===== src/rtl/judge_engine.sv =====
// Multi-lane rhythm judge: per-lane note FIFOs, key edge detect, fixed-priority service,
// PERFECT/GOOD/MISS grading with saturating score/combo. Optional macro: COMBO_BONUS_EN.
module judge_engine #(
  parameter int LANES       = 8,
  parameter int TS_W        = 10,
  parameter int DEPTH       = 4,
  parameter int WIN_PERFECT = 2,
  parameter int WIN_GOOD    = 5,
  parameter int SCORE_W     = 11,
  parameter int PTS_PERFECT = 3,
  parameter int PTS_GOOD    = 1
) (
  input  logic                     CLOCK50M,
  input  logic                     RESET_N,
  input  logic                     clear,
  input  logic [TS_W-1:0]          game_timer,
  input  logic                     note_valid,
  input  logic [$clog2(LANES)-1:0] note_lane,
  input  logic [TS_W-1:0]          note_time,
  output logic                     note_ready,
  input  logic [LANES-1:0]         key_in,
  output logic                     judge_valid,
  output logic [$clog2(LANES)-1:0] judge_lane,
  output logic [1:0]               judge_grade,
  output logic [SCORE_W-1:0]       score,
  output logic [7:0]               combo,
  output logic [7:0]               max_combo
);
  localparam int LW = $clog2(LANES);
  localparam int PW = $clog2(DEPTH);
  localparam logic signed [TS_W-1:0] C_WP  = TS_W'(WIN_PERFECT);
  localparam logic signed [TS_W-1:0] C_WPN = TS_W'(-WIN_PERFECT);
  localparam logic signed [TS_W-1:0] C_WG  = TS_W'(WIN_GOOD);
  localparam logic signed [TS_W-1:0] C_WGN = TS_W'(-WIN_GOOD);
  localparam logic [SCORE_W:0]       C_PP  = (SCORE_W+1)'(PTS_PERFECT);
  localparam logic [SCORE_W:0]       C_PG  = (SCORE_W+1)'(PTS_GOOD);

  logic [LANES-1:0]        r_key_q, r_pend;
  logic [LANES-1:0]        w_empty, w_full, w_expire, w_ev, w_pend_clr;
  logic signed [TS_W-1:0]  w_delta [LANES];
  logic                    w_push, w_pop, w_any, w_hit, w_miss;
  logic                    w_in_good, w_in_perf;
  logic [LW-1:0]           w_win;
  logic signed [TS_W-1:0]  w_win_delta;
  logic [SCORE_W:0]        w_pts, w_sum;
  logic [7:0]              w_combo_inc;

  assign note_ready = !w_full[note_lane];
  assign w_push     = note_valid && note_ready;

  genvar gi;
  generate
    for (gi = 0; gi < LANES; gi++) begin : g_lane
      logic [TS_W-1:0] r_mem [DEPTH];
      logic [PW:0]     r_wptr, r_rptr;
      logic [TS_W-1:0] w_head;
      logic            w_lane_push, w_lane_pop;

      assign w_lane_push   = w_push && (note_lane == LW'(gi));
      assign w_lane_pop    = w_pop && (w_win == LW'(gi));
      assign w_head        = r_mem[r_rptr[PW-1:0]];
      // Signed reinterpretation of the modular difference keeps timer wrap correct.
      assign w_delta[gi]   = game_timer - w_head;
      assign w_empty[gi]   = (r_wptr == r_rptr);
      assign w_full[gi]    = (r_wptr[PW-1:0] == r_rptr[PW-1:0]) && (r_wptr[PW] != r_rptr[PW]);
      assign w_expire[gi]  = !w_empty[gi] && (w_delta[gi] > C_WG);
      assign w_ev[gi]      = r_pend[gi] || w_expire[gi];

      always_ff @(posedge CLOCK50M or negedge RESET_N) begin
        if (!RESET_N) begin
          r_wptr <= '0;
          r_rptr <= '0;
        end else if (clear) begin
          r_wptr <= '0;
          r_rptr <= '0;
        end else begin
          if (w_lane_push) r_wptr <= r_wptr + {{PW{1'b0}}, 1'b1};
          if (w_lane_pop)  r_rptr <= r_rptr + {{PW{1'b0}}, 1'b1};
        end
      end

      always_ff @(posedge CLOCK50M) begin
        if (w_lane_push) r_mem[r_wptr[PW-1:0]] <= note_time;
      end
    end
  endgenerate

  always_comb begin
    w_any = 1'b0;
    w_win = '0;
    for (int i = LANES - 1; i >= 0; i--) begin
      if (w_ev[i]) begin
        w_any = 1'b1;
        w_win = LW'(i);
      end
    end
  end

  assign w_win_delta = w_delta[w_win];
  assign w_in_good   = !w_empty[w_win] && (w_win_delta >= C_WGN) && (w_win_delta <= C_WG);
  assign w_in_perf   = !w_empty[w_win] && (w_win_delta >= C_WPN) && (w_win_delta <= C_WP);
  // Expiry outranks a press on the same lane; the press stays pending for the next head.
  assign w_miss      = w_any && w_expire[w_win];
  assign w_hit       = w_any && !w_expire[w_win] && r_pend[w_win] && w_in_good;
  assign w_pop       = w_hit || w_miss;
  assign w_pend_clr  = (w_any && !w_expire[w_win]) ? ({{(LANES-1){1'b0}}, 1'b1} << w_win) : '0;
  assign w_combo_inc = (combo == 8'hFF) ? combo : combo + 8'd1;

  always_comb begin
    w_pts = w_in_perf ? C_PP : C_PG;
`ifdef COMBO_BONUS_EN
    if (combo >= 8'd10) w_pts = w_pts + {{SCORE_W{1'b0}}, 1'b1};
`endif
    w_sum = {1'b0, score} + w_pts;
  end

  always_ff @(posedge CLOCK50M or negedge RESET_N) begin
    if (!RESET_N) begin
      r_key_q     <= '0;
      r_pend      <= '0;
      judge_valid <= 1'b0;
      judge_lane  <= '0;
      judge_grade <= 2'd0;
      score       <= '0;
      combo       <= 8'd0;
      max_combo   <= 8'd0;
    end else if (clear) begin
      r_key_q     <= '0;
      r_pend      <= '0;
      judge_valid <= 1'b0;
      judge_lane  <= '0;
      judge_grade <= 2'd0;
      score       <= '0;
      combo       <= 8'd0;
      max_combo   <= 8'd0;
    end else begin
      r_key_q     <= key_in;
      r_pend      <= (r_pend & ~w_pend_clr) | (key_in & ~r_key_q);
      judge_valid <= w_pop;
      if (w_pop) begin
        judge_lane  <= w_win;
        judge_grade <= w_miss ? 2'd0 : (w_in_perf ? 2'd2 : 2'd1);
      end
      if (w_miss) begin
        combo <= 8'd0;
      end else if (w_hit) begin
        combo <= w_combo_inc;
        if (w_combo_inc > max_combo) max_combo <= w_combo_inc;
        score <= w_sum[SCORE_W] ? {SCORE_W{1'b1}} : w_sum[SCORE_W-1:0];
      end
    end
  end
endmodule


===== config.mk =====
export PLATFORM = sky130hd
export DESIGN_NAME = judge_engine
export DESIGN_NICKNAME = d
export VERILOG_FILES = /design/src/rtl/judge_engine.sv
export SDC_FILE = /design/constraint.sdc
export NUM_CORES = 1
export LEC_CHECK = 0
export CAP_MARGIN = 30
export CELL_PAD_IN_SITES_DETAIL_PLACEMENT = 1
export CELL_PAD_IN_SITES_GLOBAL_PLACEMENT = 1
export CORE_ASPECT_RATIO = 0.7
export CORE_UTILIZATION = 48
export CTS_BUF_LIST = sky130_fd_sc_hd__clkbuf_2
export CTS_CLUSTER_DIAMETER = 200
export CTS_CLUSTER_SIZE = 25
export DETAILED_ROUTE_END_ITERATION = 16
export PLACE_DENSITY_LB_ADDON = 0.08
export SYNTH_ARGS = -nofsm -noshare
export SYNTH_HDL_FRONTEND = slang
export SYNTH_SLANG_ARGS = --single-unit

===== constraint.sdc =====
create_clock -name CLOCK50M -period 10.68 [get_ports CLOCK50M]
set_clock_uncertainty 0.15 [all_clocks]
set_input_delay 1.602 -clock CLOCK50M [delete_from_list [all_inputs] [get_ports CLOCK50M]]
set_output_delay 1.602 -clock CLOCK50M [all_outputs]
set_load 0.02 [all_outputs]

==> flow_metrics.tcl <==
set metrics [dict create \
    status "finished clean" \
    fin_cells 2565 \
    cts_buffers 20 \
    synth_fp_nets 2016 \
    wl_per_cell_um 29.3 \
    end_kind "flip-flop" \
    viasPerCell 6.41 \
    grt_antenna_before_repair 3 \
    dr.pass1.iters 6 \
    cts_tree "done" \
    drive_above_1_share_pct 13.2 \
    syn_area_mm2 0.0232 \
    dp.cells 2528 \
    core_mm2 0.0471 \
    routed_wl_um 75100 \
    cts_setup_buffers 0 \
    cts_sinks 417 \
    yosysSeqAreaShare_pct 51.9 \
    start_util_pct 49.3 \
    crit_arrival_ns 10.07 \
    critPathKind "primary input to flip-flop" \
    postCtsHoldBufs 0 \
    fmax_mhz 109 \
    hold_viol 0 \
    fin_setup_tns_ns 0 \
    required_ns 11.57 \
    grt_pass1_vias 16400 \
    power.leakage_nw 9.22 \
    layout_min_cycle_time_ns 9.18 \
    synth_warnings 0 \
    slowest_delay_ns 0.92 \
    finalCritPeriodShare_pct 86.0 \
    cts_resized 0 \
    stdcell_area_mm2 0.0250 \
    grt_first_pass_wirelength_um 110000 \
    syn_inst 1850 \
    die_height_um 186 \
    htreeDepth 1 \
    insertion_delay_ns 1.15 \
    critPathMostFrequentCell "buf_4" \
    async_flop_share_pct 23.3 \
    slowest_stage "clkdlybuf4s50_1" \
    maxCapViolations 0 \
    globalplace.congestion 1.01 \
    worstPathMaxFanout 15 \
    io_pins 69 \
    row_count 66 \
    rsz0062_at_grt "false" \
    clk_path_buf_depth 3 \
    grt_use_total_pct 30.8 \
    vdd_drop_max_mv 0.115 \
    drtIter0Drc 1512 \
    worst_pin_slew_ns 0.967 \
    drc 0 \
    die_area_mm2 0.0492 \
    hold_class "primary input to asynchronous set/reset pin" \
    grt_max_degree 60 \
    syn_avg_cell_area_um2 12.5 \
    placed_area_mm2 0.0248 \
    portBuffers 68 \
    relSlewSlack_pct 35.1 \
    die_x_um 265 \
    post-dp-hpwl_um 56000 \
    synth_ff_type "edfxtp_1" \
    ys_types 111 \
    slew_viol_final 0 \
    num_vias 16400 \
    power_mw 3.76 \
    clk_pin_slew_ns 0.49 \
    grt.overflow.total 0 \
    cts_root_buf "clkbuf_2" \
    syn_to_final_growth_pct 7.78 \
    synth-edff-count 320 \
    critPathLaunchType "primary input" \
    p_per_area_mw_per_mm2 150 \
    setup-violations-final 0 \
    postRouteAntennaNets 0 \
    fin_nets 2105 \
    ys_seq_elements 417 \
]
## through the flow
step | hold slack, ns | util, % | worst slack (ns)
2_1_floorplan | 0.322 | - | 2.66
3_3_place_gp | 0.346 | 52.6 | 0.696
3_5_place_dp | 0.369 | 52.7 | 0.529
4_1_cts | 0.271 | 53.1 | 1.70
5_1_grt | 0.329 | 53.1 | 1.03
6_report | 0.346 | 53.1 | 1.50
## cells in the final DEF (no fill, tap or decap), drive strengths merged, types with 11 or more instances in the layout
| cell | instances |
|---|---|
| clkdlybuf4s50 | 58 |
| a31oi | 20 |
| a31o | 16 |
| nor2 | 117 |
| or3 | 11 |
| nand2 | 78 |
| mux4 | 81 |
| o31ai | 12 |
| xor2 | 33 |
| and3 | 14 |
| buf | 70 |
| o21ai | 69 |
| nor2b | 35 |
| ha | 122 |
| nand2b | 25 |
| and2 | 48 |
| nand3 | 38 |
| nor3b | 13 |
| nor3 | 44 |
| a211oi | 29 |
| xnor2 | 56 |
| a21o | 27 |
| dfrtp | 97 |
| mux2i | 25 |
| edfxtp | 320 |
| o211ai | 16 |
| a21oi | 100 |
| clkbuf | 34 |
| nand4 | 20 |
| inv | 125 |
## logic make-up (layout without fill, tap and decap cells)
| group | Yosys count | in the layout | synth area share [%] |
|---|---|---|---|
| and+or+nand+nor | 494 | 494 | 11.6 |
| AOI/OAI and AO/OA | 418 | 418 | 13.3 |
| DFF | 417 | 417 | 51.9 |
| buffers and inverters | 187 | 289 | 3.23 |
| adders and majority gates | 131 | 131 | 7.36 |
| muxes | 114 | 114 | 9.33 |
| xor gates and xnor gates | 89 | 89 | 3.36 |
| other | 0 | 1 | 0 |
## worst paths after layout
kind,slack (ns),to,depth (start not counted),start
setup / recovery,1.50,score[6],28,game_timer[1]
hold / removal,0.35,g_lane[6].r_wptr[1],1,RESET_N
setup reg to reg,1.61,score[6],30,g_lane[0].r_rptr[0]
hold reg to reg,0.37,r_pend[1],2,r_key_q[1]
max in group asynchronous,8.82,g_lane[5].r_wptr[1],2,RESET_N
min in group CLOCK50M,0.37,r_pend[1],2,r_key_q[1]
## layer usage
layer  wire length (um)  vias to the layer above  share of wire, %  track usage, %
met5                 23                        -             0.031               0
met4               1840                        4               2.4            7.31
met3               6550                       83               8.7            8.49
met2              31600                      570                42            44.8
met1              35100                     8541                47            45.6
li1                   -                     7251                 -               -
## flip-flops by register name, indices dropped and copies added, names as in the netlist
signal,cells
score,11
judge_grade,2
combo,8
r_pend,8
judge_lane,3
g_lane.r_wptr,24
g_lane.r_rptr,24
judge_valid,1
r_key_q,8
g_lane.r_mem,320
max_combo,8
## area by class of cell
cell class | instances | area (um^2)
multi-input combinational | 1246 | 10400
clock inverter | 2 | 38.8
tap | 612 | 766
sequential | 417 | 12000
clock buffer | 33 | 165
fill | 4792 | 22100
timing repair buffer | 129 | 1110
antenna | 1 | 2.50
inverter | 125 | 469
## where the power goes
part | leakage, nW | internal (mW) | total [mW] | switching, mW
Combinational | 4.85 | 0.467 | 1.35 | 0.883
Sequential | 4.22 | 1.78 | 1.83 | 0.0504
Clock | 0.156 | 0.105 | 0.585 | 0.481
Total | 9.22 | 2.35 | 3.76 | 1.41
## critical path: cells and delay by family
family / cells / cell delay, ns
simple gates: 12 / 3.23
compound gates: 10 / 2.88
buf+inv: 4 / 1.50
fa+ha+maj: 2 / 0.84
## synthesized netlist by cell type (all sizes together) (27+ instances only)
cell type / n / share of area [%]
clkbuf: 31 / 0.50
nor2b: 35 / 0.94
inv: 124 / 2.0
a211oi: 29 / 1.1
a21oi: 100 / 2.2
dfrtp: 97 / 10
nor3: 44 / 1.1
buf: 31 / 0.71
nand3: 38 / 0.82
edfxtp: 320 / 41
nand2: 78 / 1.3
and2: 48 / 1.3
mux4: 81 / 7.9
a21o: 27 / 0.87
ha: 122 / 6.6
nor2: 117 / 1.9
o21ai: 69 / 1.5
xor2: 33 / 1.2
xnor2: 56 / 2.1
Note: power is estimated with default switching activity, not from simulation.
